==> config.mk <==
export PLATFORM = sky130hd
export DESIGN_NAME = branch_resolve_queue_flat
export DESIGN_NICKNAME = d
export VERILOG_FILES = /design/src/rtl/branch_resolve_queue_if.sv /design/src/rtl/branch_resolve_queue.sv /design/src/flat_wrapper.sv
export SDC_FILE = /design/constraint.sdc
export NUM_CORES = 1
export LEC_CHECK = 0
export CORE_ASPECT_RATIO = 1.5
export CORE_MARGIN = 5
export CORE_UTILIZATION = 40
export CTS_BUF_LIST = sky130_fd_sc_hd__clkbuf_4
export DETAILED_ROUTE_END_ITERATION = 7
export GPL_ROUTABILITY_DRIVEN = 0
export HOLD_SLACK_MARGIN = 0.12
export PLACE_DENSITY = 0.68
export SLEW_MARGIN = 20
export SYNTH_ARGS = -nofsm -noshare
export SYNTH_HDL_FRONTEND = slang
export SYNTH_SLANG_ARGS = --single-unit
==> constraint.sdc <==
create_clock -name clk -period 4.5 [get_ports clk]
set_clock_uncertainty 0.05 [all_clocks]
set_input_delay 1.35 -clock clk [delete_from_list [all_inputs] [get_ports clk]]
set_output_delay 1.35 -clock clk [all_outputs]
set_load 0.1 [all_outputs]
==> src/rtl/branch_resolve_queue_if.sv <==
// Bundle of fetch, predictor and execute signals around the branch resolve queue.
// The block owns the slave view; fetch/execute/predictor logic owns the master view.
interface branch_resolve_queue_if #(
  parameter int DEPTH = 8,
  parameter int PTR_W = 3,
  parameter int CNT_W = 16
);
  // Handshake: a fetch is accepted on a rising edge where fetch_valid & fetch_ready;
  // fetch_ready never depends on fetch_valid. All strobes are one-cycle registered pulses.
  logic             fetch_valid;
  logic             fetch_ready;
  logic             request;
  logic             prediction;
  logic             pred_valid;
  logic             pred_taken;
  logic             resolve_valid;
  logic             resolve_taken;
  logic             result;
  logic             taken;
  logic             mispredict;
  logic [PTR_W:0]   occupancy;
  logic [CNT_W-1:0] branch_cnt;
  logic [CNT_W-1:0] mispred_cnt;
  logic             underflow_err;

  modport master (
    output fetch_valid, prediction, resolve_valid, resolve_taken,
    input  fetch_ready, request, pred_valid, pred_taken, result, taken,
           mispredict, occupancy, branch_cnt, mispred_cnt, underflow_err
  );

  modport slave (
    input  fetch_valid, prediction, resolve_valid, resolve_taken,
    output fetch_ready, request, pred_valid, pred_taken, result, taken,
           mispredict, occupancy, branch_cnt, mispred_cnt, underflow_err
  );
endinterface

==> src/rtl/branch_resolve_queue.sv <==
// In-order queue of branch predictions between fetch/execute and a 2-bit predictor,
// with mispredict flush and saturating branch/mispredict statistics.
module branch_resolve_queue #(
  parameter int DEPTH = 8,
  parameter int PTR_W = 3,
  parameter int CNT_W = 16
) (
  input  logic                  clk,
  input  logic                  rst,
  branch_resolve_queue_if.slave bus
);
  localparam logic [PTR_W:0]   DEPTH_C = (PTR_W+1)'(DEPTH);
  localparam logic [CNT_W-1:0] CNT_MAX = '1;

  logic [DEPTH-1:0] q;
  logic [PTR_W-1:0] head;
  logic [PTR_W-1:0] tail;
  logic [PTR_W:0]   count;
  logic             inflight;
  logic             accept;
  logic             pop;
  logic             mis;
  logic             push;
  logic             under;

  // The in-flight lookup reserves a slot so its capture can never overflow the queue.
  assign bus.occupancy   = count + {{PTR_W{1'b0}}, inflight};
  assign bus.fetch_ready = (bus.occupancy < DEPTH_C) & ~bus.mispredict;
  assign bus.request     = inflight;

  assign accept = bus.fetch_valid & bus.fetch_ready;
  assign pop    = bus.resolve_valid & (count != '0);
  assign under  = bus.resolve_valid & (count == '0);
  assign mis    = pop & (q[head] != bus.resolve_taken);
  // A mispredict squashes the in-flight capture and any fetch accepted on the same edge.
  assign push   = inflight & ~mis;

  always_ff @(posedge clk or posedge rst) begin
    if (rst) begin
      q               <= '0;
      head            <= '0;
      tail            <= '0;
      count           <= '0;
      inflight        <= 1'b0;
      bus.pred_valid  <= 1'b0;
      bus.pred_taken  <= 1'b0;
      bus.result      <= 1'b0;
      bus.taken       <= 1'b0;
      bus.mispredict  <= 1'b0;
      bus.branch_cnt  <= '0;
      bus.mispred_cnt <= '0;
      bus.underflow_err <= 1'b0;
    end else begin
      inflight       <= accept & ~mis;
      bus.pred_valid <= push;
      bus.pred_taken <= push & bus.prediction;
      bus.result     <= pop;
      bus.taken      <= pop & bus.resolve_taken;
      bus.mispredict <= mis;

      if (push) q[tail] <= bus.prediction;

      if (mis) begin
        head  <= head + 1'b1;
        tail  <= head + 1'b1;
        count <= '0;
      end else begin
        if (pop)  head <= head + 1'b1;
        if (push) tail <= tail + 1'b1;
        case ({push, pop})
          2'b10:   count <= count + 1'b1;
          2'b01:   count <= count - 1'b1;
          default: count <= count;
        endcase
      end

      if (pop && bus.branch_cnt != CNT_MAX)  bus.branch_cnt  <= bus.branch_cnt + 1'b1;
      if (mis && bus.mispred_cnt != CNT_MAX) bus.mispred_cnt <= bus.mispred_cnt + 1'b1;
      if (under) bus.underflow_err <= 1'b1;
    end
  end
endmodule

==> src/flat_wrapper.sv <==
// flat-port wrapper written by rule: the top's interface ports become plain ports
module branch_resolve_queue_flat 
#(
  parameter int DEPTH = 8,
  parameter int PTR_W = 3,
  parameter int CNT_W = 16
)
  (clk, rst, bus_fetch_valid, bus_prediction, bus_resolve_valid, bus_resolve_taken, bus_fetch_ready, bus_request, bus_pred_valid, bus_pred_taken, bus_result, bus_taken, bus_mispredict, bus_occupancy, bus_branch_cnt, bus_mispred_cnt, bus_underflow_err);
  branch_resolve_queue_if #(.DEPTH(DEPTH), .PTR_W(PTR_W), .CNT_W(CNT_W)) bus_i ();
  input  logic clk;
  input  logic rst;
  input wire logic [$bits(bus_i.fetch_valid)-1:0] bus_fetch_valid;
  input wire logic [$bits(bus_i.prediction)-1:0] bus_prediction;
  input wire logic [$bits(bus_i.resolve_valid)-1:0] bus_resolve_valid;
  input wire logic [$bits(bus_i.resolve_taken)-1:0] bus_resolve_taken;
  output wire logic [$bits(bus_i.fetch_ready)-1:0] bus_fetch_ready;
  output wire logic [$bits(bus_i.request)-1:0] bus_request;
  output wire logic [$bits(bus_i.pred_valid)-1:0] bus_pred_valid;
  output wire logic [$bits(bus_i.pred_taken)-1:0] bus_pred_taken;
  output wire logic [$bits(bus_i.result)-1:0] bus_result;
  output wire logic [$bits(bus_i.taken)-1:0] bus_taken;
  output wire logic [$bits(bus_i.mispredict)-1:0] bus_mispredict;
  output wire logic [$bits(bus_i.occupancy)-1:0] bus_occupancy;
  output wire logic [$bits(bus_i.branch_cnt)-1:0] bus_branch_cnt;
  output wire logic [$bits(bus_i.mispred_cnt)-1:0] bus_mispred_cnt;
  output wire logic [$bits(bus_i.underflow_err)-1:0] bus_underflow_err;
  assign bus_i.fetch_valid = bus_fetch_valid;
  assign bus_i.prediction = bus_prediction;
  assign bus_i.resolve_valid = bus_resolve_valid;
  assign bus_i.resolve_taken = bus_resolve_taken;
  assign bus_fetch_ready = bus_i.fetch_ready;
  assign bus_request = bus_i.request;
  assign bus_pred_valid = bus_i.pred_valid;
  assign bus_pred_taken = bus_i.pred_taken;
  assign bus_result = bus_i.result;
  assign bus_taken = bus_i.taken;
  assign bus_mispredict = bus_i.mispredict;
  assign bus_occupancy = bus_i.occupancy;
  assign bus_branch_cnt = bus_i.branch_cnt;
  assign bus_mispred_cnt = bus_i.mispred_cnt;
  assign bus_underflow_err = bus_i.underflow_err;
  branch_resolve_queue #(.DEPTH(DEPTH), .PTR_W(PTR_W), .CNT_W(CNT_W)) u_core (.clk(clk), .rst(rst), .bus(bus_i));
endmodule
==> results.md, run 1 <==
| Step | Parameter | Reported |
|---|---|---|
| floorplan | Number of rows created at floorplan | 38 |
| global route | Initial antenna violation count | 1 |
| routing | Per-cell via count in the routed design | 5.07 |
| worst setup path | Family of cells with the greatest summed delay on the critical path | buffers and inverters |
| floorplan | Die outline width | 79.6 microns |
| clocking | Sinks on Clock Net | 57 |
| routing | DRC violation count after routing | 0 |
| worst setup path | Critical path class | reg -> out |
| timing | RSZ-0062 raised after global routing | no |
| yosys | Sequential element share of the synthesized area | 49.1% |
| finish | Layout fillers | 664 |
| global route | GRT overflow | 0 |
| worst setup path | Data arrival time at the worst-slack endpoint | 2.22 ns |
| finish | Commonest non-fill, non-tap cells in the layout | dfrtp_1 (57), clkdlybuf4s50_1 (44), xor2_1 (29) |
| floorplan | Die Height | 114 microns |
| routing | Post-Route WL | 5910 microns |
| yosys | #FFs+latches synth | 57 |
| routing | Number of detailed-routing iterations run before antenna repair | 4 |
| yosys | Number of distinct library cells after synthesis | 42 |
| routing | DR vias | 2131 |
| timing | Final count of hold timing violations | 0 |
| placement | Count of buffers from port buffering | 49 |
| global route | GRT Overall Usage | 14.5% |
| timing | Transition at the pin with the smallest max-transition slack | 0.985 ns |
| global route | Number of global-route vias before repair | 2179 |
| worst setup path | Biggest fanout along the worst timing path | 14 |
| yosys | Gate count after technology mapping | 258 |
| worst setup path | Longest individual stage delay on the worst path | 1.22 ns |
| timing | Sum Neg Setup Slack | 0 ns |
| finish | Multi-input gate area in the final layout | 1420 sq um |
| yosys | Largest area contributor in the synthesized netlist | dfrtp_1 |
| min path | Start point of the worst hold path | u_core.bus.underflow_err |
| worst setup path | Worst-path cell with the longest stage delay | clkdlybuf4s50_1 |
| min path | Hold path depth | 1 |
| yosys | Post-synth top area share | 49.1% |
| clocking | Clock transition at the register clock pins on the worst setup and hold paths after CTS | 0.09 ns |
| clocking | Bufs on Longest Clock Path | 2 |
| placement | DP Wirelength | 4200 microns |
| timing | Normalized max-slew margin | 34.1% |
| worst setup path | Cells along the critical path | clkdlybuf4s50_1 |
| routing | Detail-routed net length per standard cell | 14.1 microns |
| yosys | Post-synthesis instance area | 2910 sq um |
| worst setup path | Startpoint of the worst-slack reg-to-reg timing path | u_core.count[3] |
| floorplan | Core area | 7180 sq um |
| floorplan | Die area | 9110 sq um |
| clocking | Clock latency on the worst-skew pair | 0.39 ns |
| floorplan | Initial Util | 40.5% |
| worst setup path | Logic depth of the worst register-to-register path | 10 |
| worst setup path | Levels on crit path | 1 |
| timing | Count of final max-slew check failures | 0 |
| yosys | Top post-synthesis cells by area | dfrtp_1 (49%), xor2_1 (8.7%), mux2_2 (5.0%), ha_1 (4.3%), nand3_1 (2.9%) |
| yosys | Net count after synthesis | 274 |
| clocking | Cell at the root of the clock tree | clkbuf_4 |
| timing | Crit path time final | 3.62 ns |
| worst setup path | Type of element capturing the critical path | output pin |
| worst setup path | Critical Path Source | u_core.bus.request |
| clocking | Number of buffers created by CTS | 9 |
| yosys | Synthesized area divided by synthesized cell count | 11.3 sq um |
| finish | Post-layout net count | 331 |
| global route | Met1 routing resource usage after global routing | 16.9% |
| worst setup path | Data required time at the worst endpoint | 3.10 ns |
| finish | Most common cell after layout, fill and taps aside | dfrtp_1 |
| job | Max-cap viol count | 0 |
| floorplan | IO Count | 50 |
| clocking | Number of buffers inserted by hold repair at cts | 0 |
| routing | Number of design-rule violations left by the first detailed-router iteration | 91 |
| worst setup path | Launching element type of the critical path | flop |
| global route | Gr busiest metal | met2 |
| clocking | Cells resized by post-CTS repair | 0 |
| clocking | TritonCTS clock tree | done |
| finish | Fraction of layout instances using a drive strength above 1 | 15.4% |
| timing | Max Freq | 276 MHz |
| finish | Layout area overhead | 24.7% |
| global route | Pin count of the biggest net entering global routing | 44 |
| timing | Setup violations, final | 0 |
| clocking | Maximum level of the CTS H-tree | 3 |
| worst setup path | Crit path buffers/inverters | 1 |
| timing | Part of the cycle the worst path needs | 80.4% |
| min path | Hold crit path type | reg -> reg |
| global route | Met2 Usage GRT | 23.9% |
| yosys | Total number of yosys warnings | 0 |
| routing | Count of nets left with antenna violations after detail routing | 0 |
| run status | Result of the run | completed |
| finish | Sequential cell area in the final layout | 1430 sq um |
| global route | Wire length of the first global-routing pass | 10200 microns |
| clocking | Post-CTS setup buffers | 0 |
| global route | Met3 GRT Util | 3.94% |
[per-layer routing]
metal,routed length (microns),up-vias
met4,135,0
met2,3010,46
met1,2520,1036
li1,-,1034
met5,0,-
met3,249,15
[cells in the mapped netlist (all sizes together)]
cell    count
mux2i       6
nor2       12
a211oi      2
nor3       16
nand3      17
nand2b      2
and2        2
or2         1
o41ai       1
nor4bb      1
o31ai       1
dfrtp      57
and4b       1
o211ai      4
buf         4
o21ai       8
mux4        1
clkbuf      3
ha         10
inv         6
nor4        7
nand2      21
a21o        1
nor4b       3
xor2       30
and4        2
or3         2
a21oi       4
and3        6
o211a       1
mux2       13
nand4       2
xnor2       9
a31o        1
nor3b       1
[metrics by stage]
| step | cell area, sq um | utilization [%] | setup WS (ns) | hold WS (ns) | cells |
|---|---|---|---|---|---|
| floorplan | 2920 | - | 0.262 | 0.429 | 258 |
| global placement | 3500 | 48.7 | 0.578 | 0.388 | 404 |
| detailed placement | 3500 | 48.7 | 0.518 | 0.401 | 404 |
| finish | 3620 | 50.5 | 0.882 | 0.417 | 420 |
| CTS | 3620 | 50.5 | 0.847 | 0.422 | 419 |
| global route | 3620 | 50.5 | 0.771 | 0.454 | 420 |
[cell type report]
class / instances / area share, %
clock inverters: 5 / 1.31
multi-input cells: 188 / 39.1
flip-flops and latches: 57 / 39.4
diodes: 1 / 0.0690
clock buffers: 10 / 2.07
repair buffers: 53 / 14.0
inverters: 6 / 0.621
well taps: 100 / 3.45
[path summary, 6_finish.rpt]
kind                                              to  slack [ns]
max                                      bus_request        0.88
min                         u_core.bus.underflow_err        0.42
max reg2reg                          u_core.count[3]        1.18
min reg2reg                 u_core.bus.underflow_err        0.42
max in group asynchronous             u_core.tail[0]        2.39
min in group asynchronous  u_core.bus.branch_cnt[13]        1.17
[flip-flops by register name, indices dropped and copies added, names as in the netlist]
name,flops
u_core.bus.pred_valid,1
u_core.bus.branch_cnt,16
u_core.q,8
u_core.bus.mispredict,1
u_core.bus.request,1
u_core.bus.mispred_cnt,16
u_core.bus.underflow_err,1
u_core.head,3
u_core.bus.pred_taken,1
u_core.count,4
u_core.bus.taken,1
u_core.bus.result,1
u_core.tail,3
[cell families after synthesis]
family | count (synthesis) | synth area share [%]
flip-flops | 57 | 49.1
XOR/XNOR | 39 | 12.0
adder cells (fa/ha/maj) | 10 | 4.30
buffers and inverters | 13 | 2.50
multiplexers | 20 | 7.88
AO/OA/AOI/OAI | 23 | 5.73
AND/OR/NAND/NOR | 96 | 18.5
Power of run 1 is left out: the tool's default activity adds up to more than one toggle a clock period on the data nets, which glitch-free logic cannot reach.
==> inputs of run 2 (changes only) <==
--- a/config.mk
+++ b/config.mk
@@ -12,7 +12,7 @@
 export DETAILED_ROUTE_END_ITERATION = 7
 export GPL_ROUTABILITY_DRIVEN = 0
 export HOLD_SLACK_MARGIN = 0.12
-export PLACE_DENSITY = 0.68
+export PLACE_DENSITY = 0.71
 export SLEW_MARGIN = 20
 export SYNTH_ARGS = -nofsm -noshare
 export SYNTH_HDL_FRONTEND = slang
==> constraint.sdc (replaced) <==
create_clock -name clk -period 3.3 [get_ports clk]
set_clock_uncertainty 0.05 [all_clocks]
set_input_delay 0.99 -clock clk [delete_from_list [all_inputs] [get_ports clk]]
set_output_delay 0.99 -clock clk [all_outputs]
set_load 0.1 [all_outputs]
==> run 2 against run 1 <==
Register-to-register slack lost 0.98 ns; wire length rose by 3.5%; non-clock buffer count is 8 higher; worst setup slack worse by 0.68 ns; clock-buffer cell count is 1 higher; die area is the same; critical endpoint is now u_core.count[3]; sequential share of layout area shrank 0.42 points; critical path depth grew 10; utilization up 0.59 points; global-route usage grew 0.26 points.
==> results.md, run 2 (synthesis gave the netlist of run 1 again) <==
| Step | Parameter | Reported |
|---|---|---|
| floorplan | Die area | 9110 sq um |
| min path | Worst hold path endpoint | u_core.bus.mispred_cnt[10] |
| worst setup path | Startpoint of the worst-slack reg-to-reg timing path | u_core.head[0] |
| global route | GRT overflow | 0 |
| routing | Detail-routed net length per standard cell | 14.3 microns |
| placement | Area post-placement | 3540 sq um |
| finish | Multi-input gate area in the final layout | 1450 sq um |
| clocking | Number of buffers inserted by hold repair at cts | 0 |
| placement | DP Wirelength | 4340 microns |
| worst setup path | Logic depth of the worst register-to-register path | 11 |
| finish | Final core utilization | 51.1% |
| floorplan | Die outline width | 79.6 microns |
| timing | Setup violations, final | 0 |
| floorplan | Die Height | 114 microns |
| floorplan | Core area | 7180 sq um |
| finish | Commonest non-fill, non-tap cells in the layout | dfrtp_1 (56), buf_4 (53), xor2_1 (28) |
| routing | Number of detailed-routing iterations run before antenna repair | 4 |
| timing | RSZ-0062 raised after global routing | no |
| finish | Regs by FF count | u_core.bus.branch_cnt x16, u_core.bus.mispred_cnt x16, u_core.q x8 |
| routing | Per-cell via count in the routed design | 5.04 |
| routing | DRC violation count after routing | 0 |
| floorplan | Number of rows created at floorplan | 38 |
| clocking | Post-CTS setup buffers | 0 |
| worst setup path | Data arrival time at the worst-slack endpoint | 3.36 ns |
| timing | Max Freq | 322 MHz |
| global route | Initial antenna violation count | 1 |
| routing | Post-Route WL | 6120 microns |
| global route | Pin count of the biggest net entering global routing | 27 |
| clocking | Sinks on Clock Net | 57 |
| worst setup path | Critical path class | reg -> reg |
| clocking | Cell at the root of the clock tree | clkbuf_4 |
| timing | Crit path time final | 3.10 ns |
| clocking | Cells resized by post-CTS repair | 0 |
| timing | Normalized max-slew margin | 59.3% |
| finish | Post-layout instance area | 3670 sq um |
| finish | Layout area overhead | 26.2% |
| routing | DR vias | 2164 |
| finish | Sequential cell area in the final layout | 1430 sq um |
| finish | Fraction of layout instances using a drive strength above 1 | 29.9% |
| min path | Start point of the worst hold path | u_core.bus.mispred_cnt[10] |
| worst setup path | Launching element type of the critical path | flop |
| routing | Count of nets left with antenna violations after detail routing | 0 |
| finish | Most common cell after layout, fill and taps aside | dfrtp_1 |
| job | Max-cap viol count | 0 |
| timing | Part of the cycle the worst path needs | 94.0% |
| worst setup path | Worst-case register-to-register setup slack | 0.20 ns |
| worst setup path | Data required time at the worst endpoint | 3.56 ns |
| clocking | Maximum level of the CTS H-tree | 3 |
| finish | Layout fillers | 643 |
| min path | Hold path depth | 1 |
| timing | Transition at the pin with the smallest max-transition slack | 0.604 ns |
| finish | Post-layout net count | 339 |
| global route | GRT Overall Usage | 14.7% |
| run status | Result of the run | completed |
| clocking | Bufs on Longest Clock Path | 2 |
| min path | Hold crit path type | reg -> reg |
| clocking | Clock latency on the worst-skew pair | 0.41 ns |
| clocking | TritonCTS clock tree | done |
| worst setup path | Type of element capturing the critical path | flop |
| timing | Final count of hold timing violations | 0 |
| clocking | Number of buffers created by CTS | 9 |
| clocking | Clock transition at the register clock pins on the worst setup and hold paths after CTS | 0.10 ns |
| floorplan | IO Count | 50 |
| placement | Count of buffers from port buffering | 49 |
| floorplan | Initial Util | 40.5% |
| routing | Number of design-rule violations left by the first detailed-router iteration | 56 |
| global route | Wire length of the first global-routing pass | 10200 microns |
| worst setup path | R2r endpoint | u_core.count[3] |
| timing | Count of final max-slew check failures | 0 |
| global route | Number of global-route vias before repair | 2192 |
| worst setup path | Biggest fanout along the worst timing path | 7 |
run 2: per-stage QoR:
step	hold slack [ns]	worst slack [ns]	setup TNS, ns	instances
finish	0.449	0.197	0	429
global route	0.461	0.0386	0	429
CTS	0.450	0.170	0	428
detailed placement	0.434	-0.157	-0.234	412
global placement	0.428	-0.105	-0.136	412
floorplan	0.429	0.0108	0	258
run 2: final cells by class:
| cell class | count | share of cell area (%) |
|---|---|---|
| Clock inverter | 5 | 1.26 |
| Multi-Input combinational cell | 188 | 39.6 |
| Timing Repair Buffer | 61 | 13.9 |
| Antenna cell | 1 | 0.0682 |
| Inverter | 6 | 0.614 |
| Clock buffer | 11 | 2.25 |
| Tap cell | 100 | 3.41 |
| Sequential cell | 57 | 38.9 |
run 2: critical path, cell delays in order, from the launching register on:
cell and delay, ns:
dfrtp_1 0.56, mux2i_1 0.15, mux4_2 0.55, xor2_4 0.19, nand2b_1 0.15, nand2_1 0.08
ha_1 0.23, ha_1 0.32, a31o_2 0.24, a211oi_1 0.28, xnor2_1 0.15, nor2_1 0.05
run 2: worst max-delay path by stage:
stage	to	slack, ns	cells past startpoint	from
floorplan	u_core.count[3]	0.01	13	u_core.head[0]
global placement	u_core.count[3]	-0.10	10	bus_resolve_taken
detailed placement	u_core.count[3]	-0.16	10	bus_resolve_taken
CTS	u_core.count[3]	0.17	11	u_core.head[0]
global route	u_core.count[3]	0.04	11	u_core.head[0]
finish	u_core.count[3]	0.20	11	u_core.head[0]
run 2: per-layer routing:
layer	track usage, %	vias to the layer above	routed length (microns)
met3	3.62	12	237
met5	0	-	0
li1	-	1051	-
met2	24.8	41	3170
met4	8.49	0	162
met1	16.8	1060	2550
Power of run 2 is left out for the same reason.
==> inputs of run 3 (changes only) <==
--- a/config.mk
+++ b/config.mk
@@ -8,7 +8,7 @@
 export CORE_ASPECT_RATIO = 1.5
 export CORE_MARGIN = 5
 export CORE_UTILIZATION = 40
-export CTS_BUF_LIST = sky130_fd_sc_hd__clkbuf_4
+export CTS_BUF_LIST = sky130_fd_sc_hd__clkbuf_4 sky130_fd_sc_hd__clkbuf_8
 export DETAILED_ROUTE_END_ITERATION = 7
 export GPL_ROUTABILITY_DRIVEN = 0
 export HOLD_SLACK_MARGIN = 0.12
==> run 3 against run 2 <==
Sequential share of layout area decreased by 0.87 points; critical path depth unchanged; critical path type unchanged; maximum frequency rose by 0.26%; cell count decreased by 0.23%; worst setup slack improved by 0.0081 ns; worst hold slack worse by 0.0048 ns; utilization up 1.2 points; highest routed layer unchanged.
==> results.md, run 3 (synthesis gave the netlist of run 1 again) <==
| Step | Parameter | Reported |
|---|---|---|
| run status | Result of the run | completed |
| routing | DR vias | 2181 |
| worst setup path | R2r endpoint | u_core.count[3] |
| clocking | Bufs on Longest Clock Path | 2 |
| worst setup path | Type of element capturing the critical path | flop |
| routing | Per-cell via count in the routed design | 5.10 |
| worst setup path | Biggest fanout along the worst timing path | 7 |
| clocking | Sinks on Clock Net | 57 |
| global route | Wire length of the first global-routing pass | 10400 microns |
| min path | Hold path depth | 1 |
| clocking | Maximum level of the CTS H-tree | 3 |
| finish | Layout area overhead | 29.1% |
| finish | Layout fillers | 628 |
| worst setup path | Data arrival time at the worst-slack endpoint | 3.27 ns |
| routing | Detail-routed net length per standard cell | 14.3 microns |
| finish | Sequential cell area in the final layout | 1430 sq um |
| clocking | Number of buffers inserted by hold repair at cts | 0 |
| min path | Worst hold path endpoint | u_core.bus.branch_cnt[13] |
| global route | Pin count of the biggest net entering global routing | 27 |
| placement | Worst setup timing slack at the placement stage | -0.157 ns |
| floorplan | Number of rows created at floorplan | 38 |
| worst setup path | Launching element type of the critical path | flop |
| placement | DP Wirelength | 4340 microns |
| floorplan | Core area | 7180 sq um |
| job | Max-cap viol count | 0 |
| timing | Worst hold margin | 0.444 ns |
| min path | Start point of the worst hold path | u_core.bus.branch_cnt[13] |
| min path | Hold crit path type | reg -> reg |
| finish | Multi-input gate area in the final layout | 1450 sq um |
| timing | Sum Neg Setup Slack | 0 ns |
| worst setup path | Logic depth of the worst register-to-register path | 11 |
| floorplan | IO Count | 50 |
| worst setup path | Startpoint of the worst-slack reg-to-reg timing path | u_core.head[0] |
| global route | Initial antenna violation count | 0 |
| floorplan | Die Height | 114 microns |
| timing | Transition at the pin with the smallest max-transition slack | 0.608 ns |
| finish | Number of antenna cells inserted | 0 |
| timing | RSZ-0062 raised after global routing | no |
| worst setup path | Longest individual stage delay on the worst path | 0.55 ns |
| timing | Max Freq | 323 MHz |
| routing | Count of nets left with antenna violations after detail routing | 0 |
| routing | DRC violation count after routing | 0 |
| worst setup path | Most frequent cell on the critical path | ha_1 |
| routing | Post-Route WL | 6130 microns |
| clocking | Post-CTS setup buffers | 0 |
| finish | Regs by FF count | u_core.bus.branch_cnt x16, u_core.bus.mispred_cnt x16, u_core.q x8 |
| timing | Setup violations, final | 0 |
| finish | Fraction of layout instances using a drive strength above 1 | 30.8% |
| global route | GRT overflow | 0 |
| worst setup path | Worst-case register-to-register setup slack | 0.21 ns |
| floorplan | Die outline width | 79.6 microns |
| timing | Count of final max-slew check failures | 0 |
| timing | Post-route worst setup slack | 0.205 ns |
| routing | Number of design-rule violations left by the first detailed-router iteration | 61 |
| worst setup path | Worst-path cell with the longest stage delay | mux4_2 |
| placement | Count of buffers from port buffering | 49 |
| global route | Number of global-route vias before repair | 2229 |
| worst setup path | Critical path class | reg -> reg |
| finish | Post-layout net count | 339 |
| timing | Crit path time final | 3.09 ns |
| floorplan | Die area | 9110 sq um |
| timing | Normalized max-slew margin | 59.0% |
| clocking | TritonCTS clock tree | done |
| worst setup path | Cells along the critical path | mux2i_1 -> mux4_2 -> xor2_4 -> nand2b_1 -> nand2_1 -> ha_1 -> ha_1 -> a31o_2 -> a211oi_1 -> xnor2_1 -> nor2_1 |
| clocking | Cell at the root of the clock tree | clkbuf_8 |
| timing | Final count of hold timing violations | 0 |
| finish | Commonest non-fill, non-tap cells in the layout | dfrtp_1 (56), buf_4 (53), xor2_1 (28) |
| clocking | Clock transition at the register clock pins on the worst setup and hold paths after CTS | 0.06 ns |
| routing | Number of detailed-routing iterations run before antenna repair | 4 |
| clocking | Cells resized by post-CTS repair | 0 |
| global route | GRT Overall Usage | 14.8% |
| clocking | Number of buffers created by CTS | 9 |
| clocking | Clock latency on the worst-skew pair | 0.34 ns |
| timing | Part of the cycle the worst path needs | 93.8% |
| finish | Most common cell after layout, fill and taps aside | dfrtp_1 |
| worst setup path | Data required time at the worst endpoint | 3.47 ns |
| floorplan | Initial Util | 40.5% |
==> run 3: worst max-delay path: cells and delay by family (launching register included) <==
| family | cells | cell delay, ns |
|---|---|---|
| adders and majority gates | 2 | 0.55 |
| muxes | 2 | 0.70 |
| and+or+nand+nor | 3 | 0.27 |
| AOI/OAI and AO/OA | 2 | 0.53 |
| DFF | 1 | 0.54 |
| xor gates and xnor gates | 2 | 0.34 |
==> run 3: worst max path at each step <==
| stage | depth (start not counted) | from | endpoint |
|---|---|---|---|
| 2_1_floorplan | 13 | u_core.head[0] | u_core.count[3] |
| 3_3_place_gp | 10 | bus_resolve_taken | u_core.count[3] |
| 3_5_place_dp | 10 | bus_resolve_taken | u_core.count[3] |
| 4_1_cts | 11 | u_core.head[0] | u_core.count[3] |
| 5_1_grt | 14 | u_core.head[0] | u_core.count[2] |
| 6_report | 11 | u_core.head[0] | u_core.count[3] |
==> run 3: cell type report <==
cell class                 instances  share of cell area, %
clock buffer                      14                   4.80
clock inverter                     2                  0.934
inverter                           6                  0.600
multi-input combinational        188                   38.7
sequential                        57                   38.1
tap                              100                   3.34
timing repair buffer              61                   13.5
==> run 3: per-stage QoR <==
stage	cell area [sq um]	std cells	util (%)
5_1_grt	3750	428	52.2
4_1_cts	3750	428	52.2
2_1_floorplan	2950	258	-
3_3_place_gp	3540	412	49.3
6_report	3750	428	52.2
3_5_place_dp	3540	412	49.3
==> run 3: routing by layer <==
metal | vias up | track usage, % | share of wire (%)
met5 | - | 0 | 0
met4 | 0 | 8.94 | 3.7
met3 | 17 | 3.39 | 3.6
met2 | 52 | 24.9 | 52
met1 | 1067 | 16.8 | 41
li1 | 1045 | - | -
Power of run 3 is left out for the same reason.
